==> config.mk <==
export PLATFORM = sky130hd
export DESIGN_NAME = gpio_emu
export DESIGN_NICKNAME = d
export VERILOG_FILES = /design/src/rtl/gpio_emu.sv
export SDC_FILE = /design/constraint.sdc
export NUM_CORES = 2
export LEC_CHECK = 0
export ABC_AREA = 1
export CAP_MARGIN = 10
export CORE_ASPECT_RATIO = 0.7
export CORE_MARGIN = 2
export CORE_UTILIZATION = 56
export DETAILED_ROUTE_END_ITERATION = 12
export GPL_TIMING_DRIVEN = 0
export PLACE_DENSITY = 0.84
export SLEW_MARGIN = 20
export SYNTH_ARGS = -nofsm -noshare
export SYNTH_HDL_FRONTEND = slang
export SYNTH_SLANG_ARGS = --single-unit
==> constraint.sdc <==
create_clock -name clk -period 9.8 [get_ports clk]
set_clock_uncertainty 0.05 [all_clocks]
set_input_delay 1.96 -clock clk [delete_from_list [all_inputs] [get_ports clk]]
set_output_delay 1.96 -clock clk [all_outputs]
set_load 0.1 [all_outputs]
==> src/rtl/gpio_emu.sv <==
// ============================================================================
// Module   : gpio_emu
// Brief    : SYKOM-bus 24x24 multiplier peripheral (W, popcount L, status B)
//            with GPIO output; optional GPIO input latch via GPIOEMU_GPIO_LATCH_EN.
// Revision : 1.0
// ============================================================================
`default_nettype none

module gpio_emu #(
    parameter logic [31:0] ADDR_A1 = 32'h2C8,
    parameter logic [31:0] ADDR_A2 = 32'h2D0,
    parameter logic [31:0] ADDR_W  = 32'h2D8,
    parameter logic [31:0] ADDR_L  = 32'h2E0,
    parameter logic [31:0] ADDR_B  = 32'h2E8
) (
    input  logic        n_reset,
    input  logic [31:0] saddress,
    input  logic        srd,
    input  logic        swr,
    input  logic [31:0] sdata_in,
    output logic [31:0] sdata_out,
    input  logic [31:0] gpio_in,
    input  logic        gpio_latch,
    output logic [31:0] gpio_out,
    output logic [31:0] gpio_in_s_insp,
    input  logic        clk
);

    logic [31:0] r_a1;
    logic [31:0] r_a2;
    logic [31:0] r_w;
    logic [5:0]  r_l;
    logic [31:0] r_b;
    logic        r_pend;

    logic        w_wr_a1;
    logic        w_wr_a2;
    logic        w_e1;
    logic        w_e2;
    logic [47:0] w_p;
    logic [5:0]  w_pop;
    logic [31:0] w_w;
    logic [5:0]  w_l;
    logic [31:0] w_b;
    logic [31:0] w_rdata;

    assign w_wr_a1 = swr && (saddress == ADDR_A1);
    assign w_wr_a2 = swr && (saddress == ADDR_A2);

    always_comb begin
        w_e1  = |r_a1[31:24];
        w_e2  = |r_a2[31:24];
        w_p   = 48'(r_a1[23:0]) * 48'(r_a2[23:0]);
        w_pop = 6'd0;
        for (int i = 0; i < 32; i++) begin
            w_pop = w_pop + 6'(w_p[i]);
        end
        w_w = 32'd0;
        w_l = 6'd0;
        w_b = 32'd0;
        if (w_e1 || w_e2) begin
            w_b = {27'd0, 1'b0, w_e2, w_e1, 2'b00};
        end else begin
            w_w = w_p[31:0];
            w_l = w_pop;
            w_b = {27'd0, 1'b1, 2'b00, 1'b0, |w_p[47:32]};
        end
    end

    always_comb begin
        w_rdata = 32'd0;
        if (saddress == ADDR_W) begin
            w_rdata = r_w;
        end else if (saddress == ADDR_L) begin
            w_rdata = {26'd0, r_l};
        end else if (saddress == ADDR_B) begin
            w_rdata = r_b;
        end
    end

    // Results update one edge after an operand write, from the stored operands.
    always_ff @(posedge clk or posedge n_reset) begin
        if (n_reset) begin
            r_a1      <= 32'd0;
            r_a2      <= 32'd0;
            r_w       <= 32'd0;
            r_l       <= 6'd0;
            r_b       <= 32'd0;
            r_pend    <= 1'b0;
            sdata_out <= 32'd0;
            gpio_out  <= 32'd0;
        end else begin
            r_pend <= w_wr_a1 || w_wr_a2;
            if (w_wr_a1) begin
                r_a1 <= sdata_in;
            end
            if (w_wr_a2) begin
                r_a2 <= sdata_in;
            end
            if (r_pend) begin
                r_w <= w_w;
                r_l <= w_l;
                r_b <= w_b;
            end
            if (srd) begin
                sdata_out <= w_rdata;
            end
            gpio_out <= r_w;
        end
    end

`ifdef GPIOEMU_GPIO_LATCH_EN
    logic [31:0] r_gpio_in_s;

    always_ff @(posedge clk or posedge n_reset) begin
        if (n_reset) begin
            r_gpio_in_s <= 32'd0;
        end else if (gpio_latch) begin
            r_gpio_in_s <= gpio_in;
        end
    end

    assign gpio_in_s_insp = r_gpio_in_s;
`else
    logic w_unused_gpio;

    assign w_unused_gpio  = ^{gpio_in, gpio_latch};
    assign gpio_in_s_insp = 32'd0;
`endif

endmodule

`default_nettype wire

Word level (Yosys, flattened, before mapping)
Cells that the tools add are included.

storage, ports and cells
  register bits after elaboration = 199
  input port bits = 101
  output and inout port bits = 96
  word-level logic and storage cells = 58

operators by class
  $add $sub $neg = 31
  multiply operators = 1
  eq/ne operators = 5
  multiplexer cells = 6
  reduce and logical (&&, ||, !) cells = 7

operator list
  cell                                                    count
  equality test 32 x 10 -> 1 bit (second input constant)  5
  adder 6 x 1 -> 6 bit                                    26
  2-to-1 mux 32 bit                                       4
  multiplier 24 x 24 -> 48 bit                            1
  OR reduction 16 bit                                     1
  OR reduction 8 bit                                      2
  adder 5 x 1 -> 6 bit                                    1
  2-to-1 mux 6 bit                                        1
  adder 4 x 1 -> 5 bit                                    1
  2-to-1 mux 5 bit                                        1
  adder 3 x 1 -> 4 bit                                    1
  adder 2 x 1 -> 3 bit                                    1
  adder 1 x 1 -> 2 bit                                    1
  logical AND 1 bit                                       2
  logical OR 1 bit                                        2

Depth between registers and ports, before layout
  depth after elaboration = 33
  depth in mapped cells = 47
  depth with buffers taken out = 45

Worst setup path before layout
No wires, ideal clock.

  kind = register to register
  start = reg r_a1[16]
  end = reg r_l[4]
  setup time = 0.134 ns
  data arrival time = 9.872 ns
  required time = 9.616 ns
  path slack = -0.256 ns
  stages on the path, launching flop included = 43
  buffers on the path = 2
  clock period less this slack = 10.056 ns
  path through = dfrtp_1 > clkbuf_1 > clkbuf_1 > nand2_1 > fa_1 > fa_1 > fa_1 > fa_1 > fa_1 > inv_1 > fa_1 > inv_1 > fa_1 > inv_1 > ha_1 > nand2_2 > inv_2 > nand2_1 > [7 not listed] > xor2_1 > fa_1 > inv_1 > fa_1 > fa_1 > inv_1 > fa_1 > fa_1 > inv_1 > fa_1 > inv_1 > ha_1 > fa_1 > a21oi_1 > nor2_1 > nor2_1 > xor2_1 > o22ai_1

on the way
  longest elaborated chain between the ends = 18

ends and longest elaborated chain
  item                                line  RTL
  start: declaration                  29    logic [31:0] r_a1;
  start signal: assignment            95    r_a1 <= sdata_in;
  multiplier 24 x 24 -> 48 bit *      53    w_p = 48'(r_a1[23:0]) * 48'(r_a2[23:0]);
  adder 6 x 1 -> 6 bit (15 in a row)  56    w_pop = w_pop + 6'(w_p[i]);
  adder 6 x 1 -> 6 bit *              56
  2-to-1 mux 6 bit *                  61    if (w_e1 || w_e2) begin
  end signal: assignment              102   r_l <= w_l;
  end: declaration                    32    logic [5:0] r_l;

Mark *: on every way between the ends. The rest lies on a longest branch, timed or not.
A chain may end at the register's enable or synchronous reset.

Final worst setup path
  start = reg r_a2[9]
  end = reg r_l[4]

on the way
  longest elaborated chain between the ends = 25

ends and longest elaborated chain
  item                                line  RTL
  start: declaration                  30    logic [31:0] r_a2;
  start signal: assignment            98    r_a2 <= sdata_in;
  multiplier 24 x 24 -> 48 bit *      53
  adder 6 x 1 -> 6 bit (22 in a row)  56
  adder 6 x 1 -> 6 bit *              56
  2-to-1 mux 6 bit *                  61

Marks and branches as above.

==> qor.csv <==
stage,metric,value,unit
outcome,status,"complete, but fails checks",
outcome,violations,negative setup slack,
floorplan,initial_utilization,57.0,%
floorplan,die_y,192,um
global_routing,globalRouteMet2Util,52.3,%
clock_tree,cts_buffers,17,
worst_setup_path,crit_type,reg2reg,
cells_and_area,fin_cells,4626,
logic_synthesis,ys_seq_area_share,15.1,%
clock_tree,clkSlewWorstSetupHoldPaths,0.08,ns
timing,slew_viol_final,0,
logic_synthesis,syn_area_per_cell,7.61,um2
global_routing,grt-ovfl-total,0,
job,drv_cap,0,
route,drtPass1Iterations,8,
global_routing,grt_pass1_vias,24600,
timing,setup_violations,6,
global_routing,grt_pass1_wl,143000,um
worst_setup_path,critPathMaxFanout,5,
timing,post-route-worst-setup-slack,-0.809,ns
logic_synthesis,synth_edf_count,0,
timing,relSlewSlack,31.7,%
route,drc,0,
cells_and_area,fin_util,66.8,%
timing,period_share,108,%
worst_setup_path,r2r_start,r_a2[9]$_DFFE_PP0P_,
min_path,hold_path.startpoint,r_w[5]$_DFFE_PP0P_,
min_path,worst_hold_path_type,reg2reg,
floorplan,rows,68,
global_routing,track_usage,37.2,%
pwr,p_per_area,47.0,nW/um2
logic_synthesis,yosysTopAreaCellShare,35.8,%
worst_setup_path,worstRegToRegCells,41,
route,avgViaCountPerCell,5.33,
clock_tree,cts_tree,yes,
worst_setup_path,crit_top_cell,fa_1,
timing,fin_crit,10.61,ns
worst_setup_path,critical_path_required,10.05,ns
floorplan,io_pins,197,
worst_setup_path,critPathLaunchType,register,
logic_synthesis,syn_area,28300,um2
cells_and_area,layout_common_cells,"inv_1, nand2_1, fa_1",
pwr,p_leak,0.0198,uW
place,gp_congestion,1.06,
cells_and_area,drive_gt1_share,11.5,%
clock_tree,h-tree-depth,4,
logic_synthesis,ys_async_sr_fraction,100,%
worst_setup_path,reg2reg_to,r_l[4]$_DFFE_PP0P_,
logic_synthesis,syn_inst,3718,
place,dpl_cell_area,30900,um2
global_routing,antenna_found_initial,1,
route,wl_per_cell,20.5,um
logic_synthesis,yosys_warnings,0,
worst_setup_path,worstPathArrival,10.86,ns
cells_and_area,final_common_cell,inv_1,
place,io_buffers,131,
worst_setup_path,end_kind,register,
route,drt-total-wl,95000,um
cells_and_area,diodes,0,
clock_tree,holdBufCountCts,0,
route,vias,24700,
clock_tree,clk_latency,0.46,ns
cells_and_area,areaGrowthSynthToFinish,17.2,%
floorplan,coreArea,49600,um2
floorplan,die_x,273,um
worst_setup_path,cp_slowest_cell,dfrtp_4,
clock_tree,root_buffer,clkbuf_16,
global_routing,grt_max_degree,106,
clock_tree,clockBufferDepth,2,
worst_setup_path,cpPeakStageDelay,0.59,ns
cells_and_area,fin_nets,4736,
route,drtIter0Drc,3066,
min_path,hold_end,gpio_out[5]$_DFF_PP0_,
floorplan,dieArea,52300,um2
place,dp.cells,4546,
route,detail-route-antenna-nets,0,
timing,hold_viol,0,
logic_synthesis,synth-main-ff-cell,dfrtp_1,
logic_synthesis,synth_area_leaders,"fa_1, inv_1, dfrtp_1",
clock_tree,clkSinkCount,171,
logic_synthesis,ys_seq_elements,171,
place,hpwl,75000,um
global_routing,use_met3,17.4,%
min_path,hold_depth,0,
timing,max_freq,94.3,MHz
logic_synthesis,synth_cell_types,35,
global_routing,grtUsageMet1,50.7,%
pwr,ir_drop,0.0978,mV
worst_setup_path,setup.reg_to_reg.worst_slack,-0.81,ns
timing,rsz0062_at_grt,yes,
timing,tightest_slew,1.02,ns
cells_and_area,design_area,33100,um2
logic_synthesis,synth_top_area_cell,fa_1,
global_routing,busiest_layer,met2,
## synth_stat cells (3+ instances only)
| library cell | count |
|---|---|
| a21oi_1 | 39 |
| a22o_1 | 10 |
| a31oi_1 | 4 |
| buf_1 | 3 |
| buf_2 | 5 |
| buf_4 | 32 |
| clkbuf_1 | 165 |
| dfrtp_1 | 171 |
| fa_1 | 506 |
| ha_1 | 181 |
| inv_1 | 1176 |
| inv_2 | 8 |
| nand2_1 | 1045 |
| nand2_2 | 14 |
| nand3_1 | 40 |
| nand3_2 | 6 |
| nand4_1 | 7 |
| nor2_1 | 86 |
| nor2_2 | 14 |
| nor2_4 | 4 |
| nor3_1 | 9 |
| nor4_1 | 14 |
| o21ai_0 | 124 |
| o21bai_1 | 6 |
| o22ai_1 | 6 |
| xnor2_1 | 18 |
| xor2_1 | 12 |
## power by group
part	total (uW)	switching (uW)	internal, uW
combinational	125	88.7	36.8
sequential	706	0.253	705
clock	725	358	367
## worst max-delay path, delay by kind of cell, from the launching register on
family / cells / cell delay (ns)
buffers and inverters: 13 / 1.00
adder cells (fa/ha/maj): 16 / 7.34
flip-flops: 1 / 0.59
AO/OA/AOI/OAI: 2 / 0.23
AND/OR/NAND/NOR: 8 / 0.93
XOR/XNOR: 2 / 0.30
## repair_timing
action,4_1_cts,5_1_grt
gates cloned,1,0
pin swaps,46,39
buffers inserted,69,24
setup endpoints to repair,6,6
resized for setup,251,58
## registers in the layout (all words and copies together) (netlist names)
register   cells
sdata_out     32
r_pend         1
r_a2          32
gpio_out      32
r_w           32
r_a1          32
r_b            4
r_l            6
## cells by family (layout without fill, tap and decap cells)
| family | count (synthesis) | after routing | share of synthesized area (%) |
|---|---|---|---|
| adder cells (fa/ha/maj) | 687 | 687 | 43.8 |
| flip-flops | 171 | 171 | 15.1 |
| AND/OR/NAND/NOR | 1244 | 1244 | 17.5 |
| other | 1 | 32 | 0.0133 |
| XOR/XNOR | 30 | 30 | 0.929 |
| buffers and inverters | 1390 | 1602 | 18.9 |
| AO/OA/AOI/OAI | 195 | 195 | 3.74 |
## through the flow
stage	setup TNS, ns	setup WS, ns	total power (uW)	hold WS (ns)
3_5_place_dp	-8.17	-1.73	845	0.326
3_3_place_gp	-7.81	-1.67	842	0.310
5_1_grt	-4.05	-0.982	1600	0.352
2_1_floorplan	0	0.0374	806	0.304
6_report	-3.00	-0.809	1560	0.341
4_1_cts	-1.65	-0.578	1550	0.344
## worst max-delay path by stage
| stage | from | endpoint | slack (ns) |
|---|---|---|---|
| after floorplan | r_a1[10]$_DFFE_PP0P_ | r_l[4]$_DFFE_PP0P_ | 0.04 |
| after global placement | r_a1[6]$_DFFE_PP0P_ | r_l[4]$_DFFE_PP0P_ | -1.67 |
| after detailed placement | r_a1[6]$_DFFE_PP0P_ | r_l[4]$_DFFE_PP0P_ | -1.73 |
| after CTS | r_a2[9]$_DFFE_PP0P_ | r_l[4]$_DFFE_PP0P_ | -0.58 |
| after global routing | r_a2[9]$_DFFE_PP0P_ | r_l[4]$_DFFE_PP0P_ | -0.98 |
| final | r_a2[9]$_DFFE_PP0P_ | r_l[4]$_DFFE_PP0P_ | -0.81 |
## cell type report
class                   instances  area [um2]
repair buffers                225        2120
clock inverters                14         175
well taps                     665         832
clock buffers                  18         429
multi-input cells            2188       19300
fillers                      3938       16500
plain buffers                 160        1460
flip-flops and latches        171        4340
inverters                    1185        4460
## per-layer routing
metal / vias to the layer above / part of all wire, %
li1: 10800 / -
met1: 11900 / 39
met2: 1746 / 40
met3: 276 / 17
met4: 4 / 3.7
met5: - / 0.040
No activity file was read; power rests on OpenSTA's default activity.
